<file path="config.mk">
export PLATFORM = sky130hd
export DESIGN_NAME = mux_4ch_scanner_flat
export DESIGN_NICKNAME = d
export VERILOG_FILES = /design/src/rtl/mux_4ch_scanner_pkg.sv /design/src/rtl/mux_4ch_scanner_if.sv /design/src/rtl/mux_4ch_scanner_settle_timer.sv /design/src/rtl/mux_4ch_scanner.sv /design/src/flat_wrapper.sv
export SDC_FILE = /design/constraint.sdc
export NUM_CORES = 1
export LEC_CHECK = 0
export ABC_AREA = 1
export CORE_ASPECT_RATIO = 1.1
export CORE_MARGIN = 2
export CORE_UTILIZATION = 48
export DETAILED_ROUTE_END_ITERATION = 10
export PLACE_DENSITY = 0.85
export SYNTH_ARGS = -nofsm -noshare
export SYNTH_HDL_FRONTEND = slang
export SYNTH_SLANG_ARGS = --single-unit
</file>
<file path="constraint.sdc">
create_clock -name clk -period 1.42 [get_ports clk]
set_input_delay 0.284 -clock clk [delete_from_list [all_inputs] [get_ports clk]]
set_output_delay 0.284 -clock clk [all_outputs]
set_load 0.02 [all_outputs]
</file>
<file path="src/rtl/mux_4ch_scanner_pkg.sv">
// Shared types and constants for the 4-channel MUX scanner: FSM state encoding,
// channel geometry and the helper that finds the next enabled channel.
package mux_4ch_scanner_pkg;

  localparam int NUM_CH = 4;
  localparam int SEL_W  = 2;

  typedef enum logic [1:0] {
    ST_IDLE   = 2'd0,
    ST_SETTLE = 2'd1,
    ST_SAMPLE = 2'd2,
    ST_OUTPUT = 2'd3
  } state_e;

  // Returns {found, index} of the lowest enabled channel whose index is >= start.
  function automatic logic [SEL_W:0] next_enabled(input logic [NUM_CH-1:0] mask,
                                                  input logic [SEL_W:0]    start);
    logic [SEL_W:0] hit;
    hit = '0;
    for (int i = NUM_CH - 1; i >= 0; i--) begin
      if ((i >= int'(start)) && mask[i]) begin
        hit = {1'b1, SEL_W'(i)};
      end
    end
    return hit;
  endfunction

endpackage

</file>
<file path="src/rtl/mux_4ch_scanner_if.sv">
// Scanner-to-MUX / scanner-to-consumer signal bundle.
// MUX_SCAN_MASK_EN adds the ch_mask channel-enable input.
interface mux_4ch_scanner_if #(
  parameter int CNT_W = 8
);

  logic             en;
  logic             y;
  logic             s0;
  logic             s1;
  logic [3:0]       frame;
  logic             frame_valid;
  logic             frame_ready;
  logic             busy;
  logic [CNT_W-1:0] frame_cnt;
`ifdef MUX_SCAN_MASK_EN
  logic [3:0]       ch_mask;

  modport master (
    input  en, y, frame_ready, ch_mask,
    output s0, s1, frame, frame_valid, busy, frame_cnt
  );

  modport slave (
    output en, y, frame_ready, ch_mask,
    input  s0, s1, frame, frame_valid, busy, frame_cnt
  );
`else
  modport master (
    input  en, y, frame_ready,
    output s0, s1, frame, frame_valid, busy, frame_cnt
  );

  modport slave (
    output en, y, frame_ready,
    input  s0, s1, frame, frame_valid, busy, frame_cnt
  );
`endif

endinterface

</file>
<file path="src/rtl/mux_4ch_scanner_settle_timer.sv">
// Load/count/done down-counter that times how long the select lines are held
// before the MUX output is sampled.
module mux_4ch_scanner_settle_timer #(
  parameter int SETTLE_CYCLES = 1
) (
  input  logic clk,
  input  logic rst_n,
  input  logic load,
  input  logic dec,
  output logic done
);

  localparam int CW = (SETTLE_CYCLES > 1) ? $clog2(SETTLE_CYCLES) : 1;

  logic [CW-1:0] cnt_q;
  logic [CW-1:0] cnt_d;

  always_comb begin
    cnt_d = cnt_q;
    if (load) begin
      cnt_d = CW'(SETTLE_CYCLES - 1);
    end else if (dec && (cnt_q != '0)) begin
      cnt_d = cnt_q - CW'(1);
    end
  end

  always_ff @(posedge clk or negedge rst_n) begin
    if (!rst_n) begin
      cnt_q <= '0;
    end else begin
      cnt_q <= cnt_d;
    end
  end

  assign done = (cnt_q == '0);

endmodule

</file>
<file path="src/rtl/mux_4ch_scanner.sv">
// Sequencer that walks a 4:1 MUX through its channels, samples Y and hands the
// assembled 4-bit frame to a consumer. MUX_SCAN_MASK_EN enables per-channel masking.
module mux_4ch_scanner
  import mux_4ch_scanner_pkg::*;
#(
  parameter int SETTLE_CYCLES = 1,
  parameter int CNT_W         = 8
) (
  input  logic                clk,
  input  logic                rst_n,
  mux_4ch_scanner_if.master   bus
);

  state_e              state_q;
  state_e              state_d;
  logic [SEL_W-1:0]    ch_q;
  logic [SEL_W-1:0]    ch_d;
  logic [NUM_CH-1:0]   shadow_q;
  logic [NUM_CH-1:0]   shadow_d;
  logic [NUM_CH-1:0]   shadow_with_y;
  logic [NUM_CH-1:0]   frame_q;
  logic [NUM_CH-1:0]   frame_d;
  logic [NUM_CH-1:0]   mask_q;
  logic [NUM_CH-1:0]   mask_d;
  logic [NUM_CH-1:0]   mask_in;
  logic [CNT_W-1:0]    frame_cnt_q;
  logic [CNT_W-1:0]    frame_cnt_d;
  logic                frame_start;
  logic                sample_hit;
  logic                timer_load;
  logic                timer_dec;
  logic                timer_done;
  logic [SEL_W:0]      first_hit;
  logic [SEL_W:0]      next_hit;

`ifdef MUX_SCAN_MASK_EN
  assign mask_in = bus.ch_mask;
`else
  assign mask_in = '1;
`endif

  assign first_hit = next_enabled(mask_in, '0);
  assign next_hit  = next_enabled(mask_q, {1'b0, ch_q} + (SEL_W + 1)'(1));

  // Shadow word with the current channel's bit replaced by the live MUX output.
  genvar gi;
  generate
    for (gi = 0; gi < NUM_CH; gi++) begin : g_shadow
      assign shadow_with_y[gi] = (ch_q == SEL_W'(gi)) ? bus.y : shadow_q[gi];
    end
  endgenerate

  mux_4ch_scanner_settle_timer #(
    .SETTLE_CYCLES (SETTLE_CYCLES)
  ) u_settle_timer (
    .clk   (clk),
    .rst_n (rst_n),
    .load  (timer_load),
    .dec   (timer_dec),
    .done  (timer_done)
  );

  always_comb begin
    state_d     = state_q;
    ch_d        = ch_q;
    frame_d     = frame_q;
    mask_d      = mask_q;
    frame_cnt_d = frame_cnt_q;
    frame_start = 1'b0;
    sample_hit  = 1'b0;
    timer_load  = 1'b0;
    timer_dec   = 1'b0;

    case (state_q)
      ST_IDLE: begin
        ch_d = '0;
        if (bus.en) begin
          frame_start = 1'b1;
        end
      end
      ST_SETTLE: begin
        if (!bus.en) begin
          state_d = ST_IDLE;
          ch_d    = '0;
        end else if (!mask_q[ch_q]) begin
          // Only reachable with an all-zero mask: emit an empty frame.
          state_d = ST_OUTPUT;
          frame_d = '0;
        end else if (timer_done) begin
          state_d = ST_SAMPLE;
        end else begin
          timer_dec = 1'b1;
        end
      end
      ST_SAMPLE: begin
        if (!bus.en) begin
          state_d = ST_IDLE;
          ch_d    = '0;
        end else begin
          sample_hit = 1'b1;
          if (next_hit[SEL_W]) begin
            state_d    = ST_SETTLE;
            ch_d       = next_hit[SEL_W-1:0];
            timer_load = 1'b1;
          end else begin
            state_d = ST_OUTPUT;
            frame_d = shadow_with_y;
          end
        end
      end
      ST_OUTPUT: begin
        if (bus.frame_ready) begin
          frame_cnt_d = frame_cnt_q + CNT_W'(1);
          if (bus.en) begin
            frame_start = 1'b1;
          end else begin
            state_d = ST_IDLE;
            ch_d    = '0;
          end
        end
      end
      default: begin
        state_d = ST_IDLE;
        ch_d    = '0;
      end
    endcase

    // Common frame-start path: latch the mask and jump to the first enabled channel.
    if (frame_start) begin
      state_d    = ST_SETTLE;
      ch_d       = first_hit[SEL_W] ? first_hit[SEL_W-1:0] : '0;
      mask_d     = mask_in;
      timer_load = 1'b1;
    end

    if (frame_start) begin
      shadow_d = '0;
    end else if (sample_hit) begin
      shadow_d = shadow_with_y;
    end else begin
      shadow_d = shadow_q;
    end
  end

  always_ff @(posedge clk or negedge rst_n) begin
    if (!rst_n) begin
      state_q     <= ST_IDLE;
      ch_q        <= '0;
      shadow_q    <= '0;
      frame_q     <= '0;
      mask_q      <= '1;
      frame_cnt_q <= '0;
    end else begin
      state_q     <= state_d;
      ch_q        <= ch_d;
      shadow_q    <= shadow_d;
      frame_q     <= frame_d;
      mask_q      <= mask_d;
      frame_cnt_q <= frame_cnt_d;
    end
  end

  assign bus.s0          = ch_q[0];
  assign bus.s1          = ch_q[1];
  assign bus.frame       = frame_q;
  assign bus.frame_valid = (state_q == ST_OUTPUT);
  assign bus.busy        = (state_q != ST_IDLE);
  assign bus.frame_cnt   = frame_cnt_q;

endmodule

</file>
<file path="src/flat_wrapper.sv">
// flat-port wrapper written by rule: the top's interface ports become plain ports
module mux_4ch_scanner_flat import mux_4ch_scanner_pkg::*;
#(
  parameter int SETTLE_CYCLES = 1,
  parameter int CNT_W         = 8
)
  (clk, rst_n, bus_en, bus_y, bus_frame_ready, bus_s0, bus_s1, bus_frame, bus_frame_valid, bus_busy, bus_frame_cnt);
  mux_4ch_scanner_if #(.CNT_W(CNT_W)) bus_i ();
  input  logic clk;
  input  logic rst_n;
  input wire logic [$bits(bus_i.en)-1:0] bus_en;
  input wire logic [$bits(bus_i.y)-1:0] bus_y;
  input wire logic [$bits(bus_i.frame_ready)-1:0] bus_frame_ready;
  output wire logic [$bits(bus_i.s0)-1:0] bus_s0;
  output wire logic [$bits(bus_i.s1)-1:0] bus_s1;
  output wire logic [$bits(bus_i.frame)-1:0] bus_frame;
  output wire logic [$bits(bus_i.frame_valid)-1:0] bus_frame_valid;
  output wire logic [$bits(bus_i.busy)-1:0] bus_busy;
  output wire logic [$bits(bus_i.frame_cnt)-1:0] bus_frame_cnt;
  assign bus_i.en = bus_en;
  assign bus_i.y = bus_y;
  assign bus_i.frame_ready = bus_frame_ready;
  assign bus_s0 = bus_i.s0;
  assign bus_s1 = bus_i.s1;
  assign bus_frame = bus_i.frame;
  assign bus_frame_valid = bus_i.frame_valid;
  assign bus_busy = bus_i.busy;
  assign bus_frame_cnt = bus_i.frame_cnt;
  mux_4ch_scanner #(.SETTLE_CYCLES(SETTLE_CYCLES), .CNT_W(CNT_W)) u_core (.clk(clk), .rst_n(rst_n), .bus(bus_i));
endmodule
</file>
# Word-level counts from Yosys, hierarchy flattened

Cells that the tools add are included.

Latch bits: 0
Register bits after elaboration: 21
Memory bits (read-only): 0
Memories kept: 0
Logic and storage cells: 86
Bits of input ports: 5
Bits in writable memories: 0

Multiply operators: 0
$lt $le $gt $ge: 5
Bitwise logic cells: 0
Reductions and logical operators: 12
Eq/ne operators: 14
Shift operators: 0
Divide/modulo/power cells: 0
Multiplexer cells: 46
$add $sub $neg: 3

Operators by type and width:

| operator                                              | number |
|---|---|
| 2-to-1 mux 2 bit                                      | 13 |
| 2-to-1 mux 4 bit                                      | 6 |
| 2-to-1 mux 1 bit                                      | 18 |
| 2-to-1 mux 3 bit                                      | 4 |
| adder 8 x 1 -> 8 bit, second input constant           | 1 |
| equality test 2 bit, second input constant            | 4 |
| inequality test 2 bit, second input constant          | 4 |
| case mux 2 bit (4 select lines)                       | 1 |
| case mux 4 bit (2 select lines)                       | 1 |
| nonzero test 2 bit                                    | 4 |
| >= comparator 1 x 3 -> 1 bit, first input constant    | 2 |
| >= comparator 2 x 3 -> 1 bit, first input constant    | 2 |
| inequality test 3 x 2 -> 1 bit, second input constant | 2 |
| case mux 2 bit (3 select lines)                       | 1 |
| inequality test 5 x 4 -> 1 bit, second input constant | 1 |
| AND reduction 5 bit                                   | 1 |
| equality test 2 x 1 -> 1 bit, second input constant   | 2 |
| logical NOT 2 bit                                     | 2 |
| inequality test 4 x 2 -> 1 bit, second input constant | 1 |
| AND reduction 2 bit                                   | 2 |
| AND reduction 4 bit                                   | 1 |
| nonzero test 4 bit                                    | 1 |
| adder 2 x 1 -> 3 bit, second input constant           | 1 |
| < comparator 2 x 3 -> 1 bit, second input constant    | 1 |
| other kinds (4)                                       | 4 |

# Depth between registers and ports, before layout

Gate-level depths: netlist (run 1).

Word-level depth: 11
Depth in mapped cells: 9

# Modules after synthesis

Synthesis (run 1) repeated with hierarchy kept, for this count alone.

Cells, all modules: 150
Area total of the unflattened synthesis: 1213.7 sq um

Modules (own cells, without submodules):

| module                       | seq. area each (sq um) | instances | area each (sq um) | cells each |
|---|---|---|---|---|
| mux_4ch_scanner              | 475.5                  | 1         | 1171.1            | 145 |
| mux_4ch_scanner_settle_timer | 25.0                   | 1         | 42.5              | 5 |

# Worst setup path after synthesis (run 1)

No wires, ideal clock.

Path type: register to register
Start point: register u_core.state_q[0]
End point: register u_core.frame_cnt_q[5], in the netlist u_core.bus.frame_cnt[5]
Library setup time: 0.117 ns
Buffers on the path: 0
Clock period less this slack: 1.469 ns
Cell stages (with the launch flop): 9
Setup slack: -0.049 ns
Data required time: 1.303 ns
Arrival time: 1.352 ns
Cell sequence: dfrtp_1 -> ha_1 -> nand2_4 -> inv_4 -> nand2_4 -> nor3_4 -> nand2_1 -> nand2_1 -> nand2_1

Cells in the longest elaborated chain, start to end: 2

RTL lines:

| what                                 | line                   | RTL |
|---|---|---|
| from (decl)                          | mux_4ch_scanner.sv:14  | `state_e state_q;` |
| from (signal assigned)               | mux_4ch_scanner.sv:154 | `state_q <= state_d;` |
| equality test 2 bit                  | n/a                    |  |
| via bus_frame_valid                  | flat_wrapper.sv:17     | `output wire logic [$bits(bus_i.frame_valid)-1:0] bus_frame_valid;` |
| AND reduction 2 bit (no source line) | n/a                    |  |
| to (signal assigned)                 | mux_4ch_scanner.sv:159 | `frame_cnt_q <= frame_cnt_d;` |
| to (decl)                            | mux_4ch_scanner.sv:26  | `logic [CNT_W-1:0] frame_cnt_q;` |

The timed path passes the listed nets, and every way through them passes these cells.
A chain may end at the register's enable or synchronous reset.

# Worst setup path in the final report (run 1)

Start point: register u_core.state_q[1]
End point: register u_core.state_q[1]

Cells in the longest elaborated chain, start to end: 4
Elaborated cells on any way between the ends: 12

RTL lines:

| what                                                                    | line                  | RTL |
|---|---|---|
| equality test 2 bit or logical NOT 2 bit (tied branches)                | mux_4ch_scanner.sv:74 | `case (state_q)` |
| case mux 1 bit (2 select lines)                                         | mux_4ch_scanner.sv:74 |  |
| inequality test 5 x 4 -> 1 bit (no source line) (tied with other cells) | n/a                   |  |
| AND reduction 4 bit (no source line)                                    | n/a                   |  |

Several ways; a longest one is shown, not always the timed one.

==> results of run 1 <==
-- worst register-to-register path, stage by stage (launching register included) --
cell and delay [ps]:
sky130_fd_sc_hd__dfrtp_1 420, sky130_fd_sc_hd__buf_6 130, sky130_fd_sc_hd__buf_6 110, sky130_fd_sc_hd__ha_4 150, sky130_fd_sc_hd__buf_6 130, sky130_fd_sc_hd__nor2_2 100, sky130_fd_sc_hd__nand2_1 90, sky130_fd_sc_hd__nand2_2 110
sky130_fd_sc_hd__inv_1 60, sky130_fd_sc_hd__nand3_1 90, sky130_fd_sc_hd__nand2_1 110, sky130_fd_sc_hd__nor2_2 120
-- state kept, by name (all words and copies together), names as in the netlist --
name                         cells
u_core.bus.frame_cnt             8
u_core.ch_q                      2
u_core.state_q                   2
u_core.u_settle_timer.cnt_q      1
u_core.bus.frame                 4
u_core.shadow_q                  4
-- what timing repair did --
action | in CTS | in global routing
pin swaps | 9 | 8
gates resized for setup | 44 | 16
setup buffers | 4 | 4
endpoints found under the setup margin | 29 | 25
-- routing by layer --
metal	wire length (um)	track usage (%)	up-vias
li1	-	-	552
met1	1265	27.95	544
met2	1700	43.77	35
met3	144	3.723	12
met4	89	12.03	0
met5	0	0	-
-- power breakdown --
part	total, W	internal [W]	leakage [nW]	switching (W)
Clock	0.000310	0.000105	0.0177	0.000204
Sequential	0.000901	0.000779	0.271	0.000122
Combinational	0.00196	0.000843	0.645	0.00111
Total	0.00317	0.00173	0.934	0.00144
-- kinds of logic (layout without fill, tap and decap cells) --
family,Yosys count,count (layout),share of synthesized area [%]
AO/OA/AOI/OAI,19,19,9.281
multiplexers,2,2,1.668
flip-flops,21,21,43.80
AND/OR/NAND/NOR,67,67,26.28
adder cells (fa/ha/maj),9,9,9.385
buffers and inverters,23,72,7.403
XOR/XNOR,3,3,2.190
-- worst max path at each step --
stage                                       start                                   to  slack [ps]  depth (start not counted)
finish              u_core.state_q[1]$_DFFE_PN0P_        u_core.state_q[1]$_DFFE_PN0P_        -250                         11
global route        u_core.state_q[1]$_DFFE_PN0P_        u_core.state_q[1]$_DFFE_PN0P_        -310                         11
CTS                 u_core.state_q[1]$_DFFE_PN0P_       u_core.shadow_q[1]$_DFFE_PN0P_        -190                          9
detailed placement                         bus_en      u_core.bus.frame[3]$_DFFE_PN0P_        -150                          5
global placement                           bus_en        u_core.state_q[1]$_DFFE_PN0P_         -80                          7
floorplan           u_core.state_q[0]$_DFFE_PN0P_  u_core.bus.frame_cnt[5]$_DFFE_PN0P_          50                          8
-- cell type report --
type	count	area (um^2)	share of cell area [%]
multi-input combinational	100	694.4	39.25
inverter	23	95.09	5.375
timing repair buffer	45	386.6	21.85
sequential	21	526.8	29.77
clock inverter	1	5.005	0.2829
clock buffer	3	22.52	1.273
tap	31	38.79	2.192
-- through the flow --
stage	hold slack [ps]	TNS [ps]	instance area, um^2	utilization, %	total power (W)
after floorplan	-11.59	0	1202	-	0.001843
after global placement	469.5	-950.5	1577	65.02	0.002495
after detailed placement	485.7	-1820	1577	65.02	0.002572
after CTS	317.7	-1835	1707	70.38	0.003013
after global routing	313.3	-3915	1769	72.96	0.003404
final	296.6	-2061	1769	72.96	0.003168
-- synthesized netlist by cell type --
library cell / count
sky130_fd_sc_hd__ha_1: 9
sky130_fd_sc_hd__xor2_1: 1
sky130_fd_sc_hd__dfrtp_1: 21
sky130_fd_sc_hd__o21ai_0: 2
sky130_fd_sc_hd__clkinv_1: 1
sky130_fd_sc_hd__inv_1: 17
sky130_fd_sc_hd__o221ai_1: 1
sky130_fd_sc_hd__nor3_4: 1
sky130_fd_sc_hd__a31oi_1: 1
sky130_fd_sc_hd__xnor2_1: 2
sky130_fd_sc_hd__nand2_1: 34
sky130_fd_sc_hd__nor2_1: 19
sky130_fd_sc_hd__nand3_1: 7
sky130_fd_sc_hd__a21oi_1: 7
sky130_fd_sc_hd__mux2i_1: 2
sky130_fd_sc_hd__o21ai_4: 1
sky130_fd_sc_hd__inv_4: 1
sky130_fd_sc_hd__nand3_2: 2
sky130_fd_sc_hd__inv_2: 4
sky130_fd_sc_hd__nor2_4: 2
sky130_fd_sc_hd__o21ai_1: 7
sky130_fd_sc_hd__nand2_4: 2
-- layout by cell type, fill, tap and decap left out --
cell type and instances:
sky130_fd_sc_hd__ha_1 6, sky130_fd_sc_hd__inv_8 1, sky130_fd_sc_hd__nand2_1 29, sky130_fd_sc_hd__inv_2 7, sky130_fd_sc_hd__o221ai_1 1, sky130_fd_sc_hd__nor2_2 4, sky130_fd_sc_hd__dfrtp_1 20, sky130_fd_sc_hd__o21ai_1 7
sky130_fd_sc_hd__nor2_1 14, sky130_fd_sc_hd__clkbuf_4 3, sky130_fd_sc_hd__a21oi_1 6, sky130_fd_sc_hd__clkdlybuf4s50_1 4, sky130_fd_sc_hd__nand2_2 5, sky130_fd_sc_hd__a31oi_1 1, sky130_fd_sc_hd__nand2_4 1, sky130_fd_sc_hd__buf_6 6
sky130_fd_sc_hd__xor2_1 1, sky130_fd_sc_hd__clkdlybuf4s15_1 1, sky130_fd_sc_hd__nand3_2 1, sky130_fd_sc_hd__nand3_4 2, sky130_fd_sc_hd__dfrtp_2 1, sky130_fd_sc_hd__nand3_1 6, sky130_fd_sc_hd__clkbuf_2 1, sky130_fd_sc_hd__a21oi_2 1
sky130_fd_sc_hd__clkinv_2 2, sky130_fd_sc_hd__xnor2_2 2, sky130_fd_sc_hd__dlygate4sd2_1 13, sky130_fd_sc_hd__inv_1 14, sky130_fd_sc_hd__o21ai_4 1, sky130_fd_sc_hd__buf_4 20, sky130_fd_sc_hd__o21ai_2 1, sky130_fd_sc_hd__mux2i_1 2
sky130_fd_sc_hd__ha_4 2, sky130_fd_sc_hd__ha_2 1, sky130_fd_sc_hd__o21ai_0 1, sky130_fd_sc_hd__nor3_4 1, sky130_fd_sc_hd__nand2_8 1, sky130_fd_sc_hd__nor2_4 3
==> Flow_metrics.wiki, run 1 <==
{| class="wikitable"
! Metric !! Value
|-
| Register bit count reported by yosys || 21
|-
| Critical Path End Type || flip-flop
|-
| Worst Max-Slew Pin Slew || 329.5 ps
|-
| Crit start category || flip-flop
|-
| Reg-to-reg slack, setup || -250 ps
|-
| Type of the most critical hold path || in2async
|-
| Required time of the worst setup path || 1670 ps
|-
| Number of buffers and inverters on the critical path || 4
|-
| Finished Layout Cells || 224
|-
| Clock Pin Slew Worst Setup and Hold Paths || 130 ps
|-
| Wire length of the first global-routing pass || 5375 um
|-
| Endpoint of the worst register-to-register path || u_core.state_q[1]$_DFFE_PN0P_
|-
| Crit-path cells || buf_6 > buf_6 > ha_4 > buf_6 > nor2_2 > nand2_1 > nand2_2 > inv_1 > nand3_1 > nand2_1 > nor2_2
|-
| TritonCTS Buffers || 3
|-
| Total routed wirelength || 3200 um
|-
| Critical path's slowest cell || sky130_fd_sc_hd__dfrtp_1
|-
| Largest delay share family, worst path || simple AND/OR/NAND/NOR gates
|-
| Ports placed on the boundary || 21
|-
| Global routing usage summed across all routing layers || 24.61%
|-
| LEAKAGE || 0.9343 nW
|-
| Unrepaired setup endpoints after global routing || yes
|-
| Cell variety after synth || 22
|-
| Run status || complete, but fails checks
|-
| Total nets after synthesis || 158
|-
| Reg-to-reg critical path startpoint || u_core.state_q[1]$_DFFE_PN0P_
|-
| Filler cell count || 194
|-
| Share of the synthesized area in the top cell type || 43.80%
|-
| TritonCTS sink count || 21
|-
| Setup Slack @ Placement || -154.1 ps
|-
| Number of pins exceeding their max-slew limit in the final report || 0
|-
| Vias per cell || 5.103
|-
| First-pass DRT Iterations || 4
|-
| TritonCTS clock tree || yes
|-
| Horizontal die dimension || 51.67 um
|-
| Worst Reg-to-Reg Cells || 11
|-
| Worst-skew pair later-pin latency || 310 ps
|-
| # setup viols final || 17
|-
| Top cells by area in the synthesized netlist || sky130_fd_sc_hd__dfrtp_1, sky130_fd_sc_hd__nand2_1, sky130_fd_sc_hd__ha_1, sky130_fd_sc_hd__nor2_1, sky130_fd_sc_hd__inv_1
|-
| Gr ovfl total || 0
|-
| Wire length per cell after detailed routing || 14.29 um
|-
| Clock root buffer master || sky130_fd_sc_hd__clkbuf_4
|-
| Placed Cells || 213
|-
| Growth of design area from synthesis to finish || 47.45%
|-
| Final WS setup || -252.9 ps
|-
| Max-Slew Margin vs Limit || 77.80%
|-
| Ant diodes || 0
|-
| Vias || 1143
|-
| Max-cap viol count || 0
|-
| # DRC || 0
|-
| Library cell appearing most often on the critical path || sky130_fd_sc_hd__buf_6
|-
| Final Skew || 1.335 ps
|-
| DRT iter0 DRCs || 22
|-
| Top fanout value on the critical path || 4
|-
| Number of buffers inserted by port buffering || 20
|-
| Worst setup path class || reg2reg
|-
| Die Area || 2916 um^2
|-
| Number of warnings printed during yosys synthesis || 0
|-
| Share of the yosys chip area belonging to registers || 43.80%
|-
| Final period util || 117.8%
|-
| Area of the core || 2425 um^2
|-
| Y dimension of the die || 56.44 um
|-
| Arrival time of the worst setup path || 1920 ps
|-
| Total power divided by cell area || 1791 nW/um^2
|-
| Deepest clock path buffer count || 2
|-
| Synthesized instance count || 144
|-
| Netlist area before placement || 1200 um^2
|-
| Number of routed nets with antenna violations || 0
|-
| Routability Congestion || 0.9316
|-
| DP HPWL || 2082 um
|-
| Max H-tree Level || 1
|-
| Number of placement rows || 19
|-
| Post-CTS Hold Fix Bufs || 0
|-
| Fraction of layout cells with a size suffix above 1 || 34.72%
|-
| Mean post-synth cell area || 8.333 um^2
|-
| NumNets Final || 208
|-
| Largest incremental delay on the critical path || 420 ps
|-
| Largest net degree at the start of global routing || 22
|-
| Post-layout minimum cycle time || 1673 ps
|-
| Max Clk Rate || 0.5978 GHz
|-
| Final Hold Violating Endpoints || 0
|-
| Violated checks || negative setup slack
|-
| Cell accounting for the most synthesized area || sky130_fd_sc_hd__dfrtp_1
|-
| Number of antenna violations at the first check in global routing || 0
|-
| Vias in the first global route || 1220
|-
| Maximum VDD drop || 1.336 mV
|-
| Starting density of the core || 49.48%
|}
(Power assumes the default switching activity.)
==> inputs of run 2 (changes only) <==
--- a/config.mk
+++ b/config.mk
@@ -11,6 +11,7 @@
 export CORE_UTILIZATION = 48
 export DETAILED_ROUTE_END_ITERATION = 10
 export PLACE_DENSITY = 0.85
+export SLEW_MARGIN = 20
 export SYNTH_ARGS = -nofsm -noshare
 export SYNTH_HDL_FRONTEND = slang
 export SYNTH_SLANG_ARGS = --single-unit
==> results of run 2 <==
No change in the layout: final DEF, timing and power equal those of run 1.
